**src/rtl/shift_engine.sv**
```systemverilog
// shift_engine: multi-mode shift register (logical, arithmetic, rotate, serial-fill).
// It loads an N-bit word and shifts it one position per clock for a programmed amount.
// busy and done form the handshake with the controlling FSM.
// Optional feature: define SHIFT_ENGINE_ABORT_EN to add the abort input.
module shift_engine #(
  parameter int unsigned N     = 7,
  parameter int unsigned AMT_W = 3
) (
  input  logic             clk,
  input  logic             rst_n,
`ifdef SHIFT_ENGINE_ABORT_EN
  input  logic             abort,
`endif
  input  logic             load_en,
  input  logic [N-1:0]     data_in,
  input  logic             start,
  input  logic             dir,
  input  logic [1:0]       mode,
  input  logic [AMT_W-1:0] amount,
  input  logic             serial_in,
  output logic [N-1:0]     data_out,
  output logic             serial_out,
  output logic             busy,
  output logic             done
);

  localparam logic [1:0] MODE_LOG = 2'b00;
  localparam logic [1:0] MODE_ARI = 2'b01;
  localparam logic [1:0] MODE_ROT = 2'b10;
  localparam logic [1:0] MODE_SER = 2'b11;

  typedef enum logic {IDLE = 1'b0, SHIFT = 1'b1} state_t;

  state_t           state, state_d;
  logic [AMT_W-1:0] cnt, cnt_d;
  logic             dir_q, dir_d;
  logic [1:0]       mode_q, mode_d;
  logic [N-1:0]     data_d;
  logic             sout_d;
  logic             done_d;
  logic             fill;
  logic             last_shift;
  logic             abort_req;

`ifdef SHIFT_ENGINE_ABORT_EN
  assign abort_req = abort;
`else
  assign abort_req = 1'b0;
`endif

  assign last_shift = (cnt == AMT_W'(1));
  assign busy       = (state == SHIFT);

  // State register
  always_ff @(posedge clk) begin
    if (!rst_n) state <= IDLE;
    else        state <= state_d;
  end

  // Next-state logic
  always_comb begin
    state_d = state;
    case (state)
      IDLE: begin
        if (!load_en && start && (amount != '0)) state_d = SHIFT;
      end
      SHIFT: begin
        if (abort_req || last_shift) state_d = IDLE;
      end
      default: state_d = IDLE;
    endcase
  end

  // Fill bit entering the vacated end for the latched direction and mode
  always_comb begin
    fill = 1'b0;
    if (!dir_q) begin
      case (mode_q)
        MODE_LOG: fill = 1'b0;
        MODE_ARI: fill = data_out[N-1];
        MODE_ROT: fill = data_out[0];
        MODE_SER: fill = serial_in;
        default:  fill = 1'b0;
      endcase
    end else begin
      case (mode_q)
        MODE_ROT: fill = data_out[N-1];
        MODE_SER: fill = serial_in;
        default:  fill = 1'b0;
      endcase
    end
  end

  // Output and datapath next values
  always_comb begin
    data_d = data_out;
    sout_d = serial_out;
    done_d = 1'b0;
    cnt_d  = cnt;
    dir_d  = dir_q;
    mode_d = mode_q;
    case (state)
      IDLE: begin
        if (load_en) begin
          data_d = data_in;
        end else if (start) begin
          if (amount == '0) begin
            done_d = 1'b1;
          end else begin
            dir_d  = dir;
            mode_d = mode;
            cnt_d  = amount;
          end
        end
      end
      SHIFT: begin
        if (abort_req) begin
          cnt_d = '0;
        end else begin
          if (!dir_q) begin
            data_d = {fill, data_out[N-1:1]};
            sout_d = data_out[0];
          end else begin
            data_d = {data_out[N-2:0], fill};
            sout_d = data_out[N-1];
          end
          cnt_d  = cnt - AMT_W'(1);
          done_d = last_shift;
        end
      end
      default: cnt_d = '0;
    endcase
  end

  // Datapath and output registers
  always_ff @(posedge clk) begin
    if (!rst_n) begin
      data_out   <= '0;
      serial_out <= 1'b0;
      done       <= 1'b0;
      cnt        <= '0;
      dir_q      <= 1'b0;
      mode_q     <= 2'b00;
    end else begin
      data_out   <= data_d;
      serial_out <= sout_d;
      done       <= done_d;
      cnt        <= cnt_d;
      dir_q      <= dir_d;
      mode_q     <= mode_d;
    end
  end

endmodule

```
**config.mk**
```make
export PLATFORM = sky130hd
export DESIGN_NAME = shift_engine
export DESIGN_NICKNAME = d
export VERILOG_FILES = /design/src/rtl/shift_engine.sv
export SDC_FILE = /design/constraint.sdc
export NUM_CORES = 1
export LEC_CHECK = 0
export CORE_MARGIN = 1.5
export CORE_UTILIZATION = 55
export DETAILED_ROUTE_END_ITERATION = 7
export DONT_BUFFER_PORTS = 1
export PLACE_DENSITY = 0.74
export SLEW_MARGIN = 10
export SYNTH_ARGS = -nofsm -noshare
export SYNTH_HDL_FRONTEND = slang
export SYNTH_SLANG_ARGS = --single-unit
```
**constraint.sdc**
```tcl
create_clock -name clk -period 1.86 [get_ports clk]
set_clock_uncertainty 0.2 [all_clocks]
set_input_delay 0.372 -clock clk [delete_from_list [all_inputs] [get_ports clk]]
set_output_delay 0.372 -clock clk [all_outputs]
set_load 0.05 [all_outputs]
```
==> load_flow_metrics.sql, run 1 <==
INSERT INTO impl_metrics (metric_group, metric, value, unit) VALUES
('global_routing', 'first_global_vias', '734', ''),
('logic_synthesis', 'synth.yosys.warnings', '0', ''),
('pwr', 'pwr-share-comb', '23.3', '%'),
('timing', 'final.period_utilization', '84.97', '%'),
('logic_synthesis', 'ys_ff_latch', '16', ''),
('pwr', 'total_power_per_unit_cell_area', '815.3', 'nW/um^2'),
('run', 'drv.max_cap_violation_count', '0', ''),
('logic_synthesis', 'synth-seq-area-share', '36.11', '%'),
('timing', 'finalMaxSlewViolations', '0', ''),
('logic_synthesis', 'syn-cell-area', '887.1', 'sq um'),
('pwr', 'max-vdd-ir-drop', '0.0004336', 'V'),
('clocking', 'tritoncts.num_buffers', '3', ''),
('global_routing', 'grt_max_degree', '17', ''),
('die', 'fp-row-count', '14', ''),
('timing', 'setup_total_negative_slack', '0', 'ns'),
('logic_synthesis', 'netlist_instances', '93', ''),
('die', 'die-width', '43.16', 'um'),
('global_routing', 'grt-ovfl-total', '0', ''),
('detailed_routing', 'via_total_after_detailed_routing', '733', ''),
('detailed_routing', 'drt_iter0_drc', '18', ''),
('global_routing', 'antenna_found_initial', '0', ''),
('outcome', 'status', 'completed', ''),
('worst_setup_path', 'cells_on_worst_reg2reg_path', '4', ''),
('logic_synthesis', 'ys_async_sr_fraction', '0', '%'),
('timing', 'worst_slew_pin_slew', '0.6177', 'ns'),
('detailed_routing', 'met3_length', '93', 'um'),
('min_path', 'holdCritPathClass', 'in -> reg', ''),
('min_path', 'whs_endpoint', 'mode_q[0]$_SDFFE_PN0P_', ''),
('worst_setup_path', 'timing.rr.end', 'cnt[1]$_SDFFE_PN0P_', ''),
('worst_setup_path', 'timing.critical_path.fanout_max', '5', ''),
('place', 'dp_hpwl', '1.402', 'mm'),
('final_layout', 'antenna-diode-count', '0', ''),
('die', 'initial_utilization', '58.89', '%'),
('pwr', 'leakagePower', '0.0003423', 'uW'),
('die', 'core-area', '1506', 'sq um'),
('worst_setup_path', 'critical_path_required', '1.29', 'ns'),
('detailed_routing', 'detailroute.wirelength.met2', '891', 'um'),
('clocking', 'ctsHoldBuffers', '0', ''),
('worst_setup_path', 'cp.arrival', '1.01', 'ns'),
('worst_setup_path', 'end_kind', 'output port', ''),
('die', 'die_h', '43.16', 'um'),
('detailed_routing', 'route.antenna.remaining_nets', '0', ''),
('pwr', 'switching_share', '33.23', '%'),
('worst_setup_path', 'worst-setup-path-type', 'reg -> out', ''),
('clocking', 'clock_path_buffers', '2', ''),
('logic_synthesis', 'synth_area_per_cell', '9.539', 'sq um'),
('detailed_routing', 'detail_route.wl_per_cell', '16.63', 'um'),
('place', 'gp_congestion', '0.7889', ''),
('logic_synthesis', 'netlist-cell-type-count', '36', ''),
('timing', 'layout_min_cycle_time', '1.580', 'ns'),
('detailed_routing', 'drc', '0', ''),
('final_layout', 'layout-drive-gt1-share', '20.20', '%'),
('worst_setup_path', 'worst-r2r-setup-slack', '0.39', 'ns'),
('detailed_routing', 'vias_per_cell', '6.374', ''),
('global_routing', 'grt_first_pass_wirelength', '3.139', 'mm'),
('timing', 'fmax', '0.6327', 'GHz'),
('pwr', 'internal_power', '521.1', 'uW'),
('detailed_routing', 'totalWireLength', '1.912', 'mm'),
('clocking', 'clock-sinks', '16', ''),
('clocking', 'post_cts_resize_count', '0', ''),
('final_layout', 'fin_nets', '121', ''),
('pwr', 'totalPowerFinal', '780.3', 'uW'),
('detailed_routing', 'drt-pass1-iter-count', '4', ''),
('timing', 'final_hold_violating_endpoints', '0', ''),
('pwr', 'clock_power_share', '23.6', '%'),
('clocking', 'htreeDepth', '1', ''),
('clocking', 'path_clk_slew', '0.09', 'ns'),
('clocking', 'post-cts-setup-buffers', '0', ''),
('worst_setup_path', 'worstSetupStartpointType', 'register', ''),
('pwr', 'power.switching', '259.3', 'uW'),
('timing', 'grt_setup_unrepaired', 'no', '');
## flip-flops by register name, summed over array words and instances, names as in the netlist
name	count
data_out	7
cnt	3
mode_q	2
busy	1
dir_q	1
done	1
serial_out	1
## cell usage in the layout, fill, tap and decap left out
master / n
sky130_fd_sc_hd__o22ai_1: 1
sky130_fd_sc_hd__dfxtp_1: 16
sky130_fd_sc_hd__a211oi_1: 11
sky130_fd_sc_hd__a221oi_2: 1
sky130_fd_sc_hd__nand2b_1: 2
sky130_fd_sc_hd__and2_1: 1
sky130_fd_sc_hd__o21bai_1: 1
sky130_fd_sc_hd__inv_1: 3
sky130_fd_sc_hd__a31oi_1: 3
sky130_fd_sc_hd__o21ai_1: 5
sky130_fd_sc_hd__nand3_1: 4
sky130_fd_sc_hd__nor2b_1: 7
sky130_fd_sc_hd__a21oi_2: 1
sky130_fd_sc_hd__or3_1: 1
sky130_fd_sc_hd__or3b_1: 1
sky130_fd_sc_hd__o32ai_1: 1
sky130_fd_sc_hd__a221oi_1: 1
sky130_fd_sc_hd__and3_1: 1
sky130_fd_sc_hd__nor3b_2: 1
sky130_fd_sc_hd__xor2_1: 1
sky130_fd_sc_hd__clkbuf_4: 3
sky130_fd_sc_hd__nand2_1: 3
sky130_fd_sc_hd__mux2_2: 1
sky130_fd_sc_hd__nor2_1: 1
sky130_fd_sc_hd__nand3b_1: 1
sky130_fd_sc_hd__buf_4: 8
sky130_fd_sc_hd__inv_2: 1
sky130_fd_sc_hd__a21oi_1: 4
sky130_fd_sc_hd__nor3_2: 1
sky130_fd_sc_hd__mux2_4: 2
sky130_fd_sc_hd__a22oi_1: 1
sky130_fd_sc_hd__o32ai_2: 1
sky130_fd_sc_hd__ha_1: 2
sky130_fd_sc_hd__mux2i_1: 7
## power by group through the flow
stage	clock, uW	sequential [uW]	combinational [uW]
4_1_cts	189	414	183
3_3_place_gp	0	421	178
6_report	184	414	182
2_1_floorplan	0	458	108
5_1_grt	197	418	199
3_5_place_dp	0	423	182
## cell families after synthesis
| kind of cell | Yosys count | share of synthesized area [%] |
|---|---|---|
| and+or+nand+nor | 24 | 16.79 |
| DFF | 16 | 36.11 |
| buffers and inverters | 9 | 5.359 |
| adders and majority gates | 2 | 2.820 |
| xor gates and xnor gates | 1 | 0.9875 |
| muxes | 10 | 12.55 |
| AOI/OAI and AO/OA | 31 | 25.39 |
## metrics by stage
stage	std cells	util (%)	setup WS, ns	hold WS [ns]	cell area [sq um]
floorplan	93	-	0.2931	0.2390	887.1
global placement	112	62.04	0.4418	0.2613	934.6
detailed placement	112	62.04	0.4101	0.2688	934.6
CTS	115	63.54	0.2680	0.01874	957.2
global route	115	63.54	0.2422	0.02075	957.2
finish	115	63.54	0.2795	0.02378	957.2
## metal layers
layer	track usage [%]	vias to the layer above
li1	-	362
met1	25.46	345
met2	36.42	20
met3	6.383	6
met4	16.97	0
met5	0	-
## synthesized netlist by cell type, types with 2 or more instances
cell                       count  area (sq um)
sky130_fd_sc_hd__nand2_1       3         11.26
sky130_fd_sc_hd__mux2i_1       7         70.07
sky130_fd_sc_hd__nor2b_1       7         43.79
sky130_fd_sc_hd__nand2b_1      2         12.51
sky130_fd_sc_hd__inv_1         3         11.26
sky130_fd_sc_hd__a211oi_1     11         82.58
sky130_fd_sc_hd__a21oi_1       4         20.02
sky130_fd_sc_hd__dfxtp_1      16         320.3
sky130_fd_sc_hd__o21ai_1       5         25.02
sky130_fd_sc_hd__ha_1          2         25.02
sky130_fd_sc_hd__nand3_1       4         20.02
sky130_fd_sc_hd__a31oi_1       3         18.77
sky130_fd_sc_hd__buf_2         2         10.01
sky130_fd_sc_hd__mux2_4        2         30.03
## cell type report
class                           count  area (sq um)
Clock buffer                        3         22.52
Fill cell                         134         549.3
Inverter                            4         15.01
Multi-Input combinational cell     68         519.2
Sequential cell                    16         320.3
Tap cell                           16         20.02
Timing Repair Buffer                8         60.06
## worst max path at each step
stage	from	to	slack [ns]	cells after the start
5_1_grt	data_out[0]$_SDFFE_PN0P_	data_out[0]	0.24	0
6_report	data_out[0]$_SDFFE_PN0P_	data_out[0]	0.28	0
3_5_place_dp	mode_q[1]$_SDFFE_PN0P_	data_out[6]$_SDFFE_PN0P_	0.41	3
4_1_cts	data_out[0]$_SDFFE_PN0P_	data_out[0]	0.27	0
3_3_place_gp	mode_q[1]$_SDFFE_PN0P_	data_out[6]$_SDFFE_PN0P_	0.44	3
2_1_floorplan	busy$_SDFF_PN0_	busy$_SDFF_PN0_	0.29	3
(Power assumes the default switching activity.)
==> inputs of run 2 (changes only) <==
CORE_UTILIZATION = 54   (was 55)
PLACE_DENSITY = 0.76   (was 0.74)
clock period = 1.38 ns   (was 1.86 ns; I/O delays follow)
==> run 2 against run 1 <==
The flow now finishes with violations (negative hold slack, negative setup slack); sequential power increased by 30%; worst setup slack worse by 0.29 ns; via count up 7.4%; hold slack worse by 0.027 ns; non-clock buffer count grew 16; first-iteration DRC count down 39%; count of clock-buffer cells in the layout grew 1; global-route usage up 0.57 points; register-to-register slack got worse by 0.38 ns; design area is 21% higher; die area up 1.7%; combinational power up 84%; largest cell class unchanged; highest routed layer unchanged.
==> load_flow_metrics.sql, run 2 (synthesized netlist as in run 1, its figures left out) <==
INSERT INTO impl_metrics (metric_group, metric, value, unit) VALUES
('global_routing', 'use_met3', '6.250', '%'),
('global_routing', 'grt_first_pass_wirelength', '3.277', 'mm'),
('global_routing', 'grt_max_degree', '17', ''),
('detailed_routing', 'via_total_after_detailed_routing', '787', ''),
('timing', 'final_critical_path_setup_slack', '-0.01298', 'ns'),
('timing', 'layout_min_cycle_time', '1.393', 'ns'),
('worst_setup_path', 'timing.critical_path.fanout_max', '4', ''),
('die', 'num_io_pins', '28', ''),
('pwr', 'total_power_per_unit_cell_area', '977.0', 'nW/um^2'),
('worst_setup_path', 'cp.arrival', '0.92', 'ns'),
('worst_setup_path', 'path_delay_family', 'flip-flops', ''),
('place', 'pre_cts_ws', '-0.005794', 'ns'),
('worst_setup_path', 'timing.critical_path.depth', '2', ''),
('clocking', 'clock_insertion_delay_worst_skew', '0.28', 'ns'),
('worst_setup_path', 'cp_num_buf_inv', '2', ''),
('final_layout', 'fillerInstances', '116', ''),
('timing', 'setup_total_negative_slack', '-0.01298', 'ns'),
('outcome', 'failed_checks', 'negative hold slack, negative setup slack', ''),
('timing', 'final_hold_violating_endpoints', '1', ''),
('worst_setup_path', 'end_kind', 'output port', ''),
('pwr', 'power.switching', '367.8', 'uW'),
('global_routing', 'first_global_vias', '739', ''),
('timing', 'final.period_utilization', '100.9', '%'),
('worst_setup_path', 'worst-setup-path-type', 'reg -> out', ''),
('die', 'initial_utilization', '58.21', '%'),
('timing', 'finalMaxSlewViolations', '0', ''),
('die', 'fp-row-count', '14', ''),
('outcome', 'status', 'finished with violations', ''),
('final_layout', 'largest_register_ff_count', '7', ''),
('run', 'drv.max_cap_violation_count', '0', ''),
('die', 'core-area', '1524', 'sq um'),
('min_path', 'holdCritPathClass', 'in -> reg', ''),
('final_layout', 'layout_commonest_cell', 'sky130_fd_sc_hd__buf_4', ''),
('timing', 'worst_slew_pin_slew', '0.3110', 'ns'),
('worst_setup_path', 'worst_path_largest_cell_delay', '0.37', 'ns'),
('worst_setup_path', 'worst_path_max_delay_cell', 'sky130_fd_sc_hd__dfxtp_4', ''),
('final_layout', 'most-common-layout-cells', 'sky130_fd_sc_hd__buf_4 (13), sky130_fd_sc_hd__a211oi_1 (11), sky130_fd_sc_hd__dfxtp_1 (10), sky130_fd_sc_hd__mux2i_1 (7), sky130_fd_sc_hd__nor2b_1 (7)', ''),
('clocking', 'htreeDepth', '1', ''),
('timing', 'finalHoldWorstSlack', '-0.003700', 'ns'),
('final_layout', 'fin_nets', '137', ''),
('worst_setup_path', 'critical_path_required', '0.90', 'ns'),
('global_routing', 'antenna_found_initial', '0', ''),
('clocking', 'clock-sinks', '16', ''),
('clocking', 'cts_tree', 'built', ''),
('clocking', 'ctsRootBufferMaster', 'sky130_fd_sc_hd__clkbuf_4', ''),
('detailed_routing', 'drt-pass1-iter-count', '4', ''),
('die', 'die-width', '43.53', 'um'),
('pwr', 'switching_share', '32.42', '%'),
('global_routing', 'grt-ovfl-total', '0', ''),
('detailed_routing', 'drt_iter0_drc', '11', ''),
('place', 'io_buffers', '0', ''),
('die', 'die_area', '1895', 'sq um'),
('clocking', 'path_clk_slew', '0.10', 'ns'),
('place', 'dp_hpwl', '1.465', 'mm'),
('worst_setup_path', 'cells_on_worst_reg2reg_path', '3', ''),
('timing', 'fmax', '0.7179', 'GHz'),
('timing', 'setup_violations', '1', ''),
('final_layout', 'layout-drive-gt1-share', '33.62', '%'),
('min_path', 'min_path_cells', '3', ''),
('detailed_routing', 'vias_per_cell', '5.962', ''),
('final_layout', 'registers.top_by_ff_count', 'data_out', ''),
('global_routing', 'use_met1', '29.53', '%'),
('final_layout', 'area.growth.synth_to_final', '30.89', '%'),
('detailed_routing', 'totalWireLength', '2.069', 'mm'),
('pwr', 'clock_power_share', '23.0', '%'),
('clocking', 'clock_path_buffers', '2', ''),
('detailed_routing', 'detail_route.wl_per_cell', '15.67', 'um'),
('global_routing', 'grt_busiest_layer', 'met2', ''),
('worst_setup_path', 'worst-r2r-setup-slack', '0.01', 'ns'),
('pwr', 'max-vdd-ir-drop', '0.0006151', 'V'),
('place', 'gp_congestion', '0.8158', ''),
('worst_setup_path', 'timing.critical_path.cells', 'buf_6, buf_12', ''),
('pwr', 'totalPowerFinal', '1134', 'uW'),
('worst_setup_path', 'worstSetupStartpointType', 'register', ''),
('global_routing', 'globalRouteMet2Util', '37.31', '%'),
('pwr', 'share_seq_of_total_power', '47.5', '%'),
('pwr', 'pwr-share-comb', '29.5', '%'),
('detailed_routing', 'route.antenna.remaining_nets', '0', ''),
('pwr', 'leakagePower', '0.0004389', 'uW'),
('final_layout', 'largestRegisters', 'data_out (7), cnt (3), mode_q (2)', ''),
('global_routing', 'gr-usage-all-layers', '23.43', '%'),
('final_layout', 'antenna-diode-count', '0', ''),
('detailed_routing', 'drc', '0', ''),
('die', 'die_h', '43.53', 'um'),
('pwr', 'internal_power', '766.7', 'uW'),
('timing', 'grt_setup_unrepaired', 'yes', ''),
('clocking', 'tritoncts.num_buffers', '3', ''),
('timing', 'headroom_to_the_max_slew_limit', '79.15', '%');
## run 2: cell count changes in the layout (fill, tap and decap cells not counted), sizes merged
| cell | delta |
|---|---|
| buf | +12 |
| clkbuf | +1 |
| dlygate4sd3 | +4 |
## run 2: metal layers
metal | up-vias | routed length (um) | part of all wire (%)
li1 | 394 | - | -
met1 | 369 | 945 | 46
met2 | 22 | 994 | 48
met3 | 2 | 109 | 5.3
met4 | 0 | 19 | 0.92
met5 | - | 0 | 0
## run 2: stage by stage
stage	std cells	util (%)	area [sq um]
6_report	132	76.19	1161
5_1_grt	132	76.19	1161
4_1_cts	131	73.40	1119
3_5_place_dp	122	67.41	1027
3_3_place_gp	122	67.41	1027
2_1_floorplan	93	-	892.1
## run 2: worst reg2reg max path, stage by stage (launching register included)
cell and delay (ns):
sky130_fd_sc_hd__dfxtp_2 0.35, sky130_fd_sc_hd__mux2_4 0.31, sky130_fd_sc_hd__a221oi_4 0.28, sky130_fd_sc_hd__o32ai_2 0.12
## run 2: path summary, 6_finish.rpt
kind / startpoint / endpoint
worst max register to register: mode_q[1]$_SDFFE_PN0P_ / data_out[6]$_SDFFE_PN0P_
worst min register to register: cnt[1]$_SDFFE_PN0P_ / cnt[1]$_SDFFE_PN0P_
worst min-delay path: load_en / done$_SDFF_PN0_
worst max-delay path: busy$_SDFF_PN0_ / busy
## run 2: area by class of cell
cell class | instances | area [sq um] | share of cell area (%)
Timing Repair Buffer | 24 | 225.2 | 19.40
Multi-Input combinational cell | 68 | 541.8 | 46.66
Clock buffer | 4 | 26.28 | 2.263
Tap cell | 16 | 20.02 | 1.724
Sequential cell | 16 | 332.8 | 28.66
Inverter | 4 | 15.01 | 1.293
## run 2: repair_timing
action	CTS	global route
pin swaps	0	2
gates resized for setup	4	10
buffers inserted	1	1
setup endpoints to repair	3	17
hold buffers	4	0
hold endpoints to repair	9	0
## run 2: power groups by stage
| stage | registers (uW) | clock network [uW] | logic (uW) |
|---|---|---|---|
| 4_1_cts | 537 | 261 | 318 |
| 3_3_place_gp | 543 | 0 | 292 |
| 5_1_grt | 544 | 283 | 358 |
| 6_report | 539 | 261 | 335 |
| 2_1_floorplan | 617 | 0 | 146 |
| 3_5_place_dp | 545 | 0 | 297 |
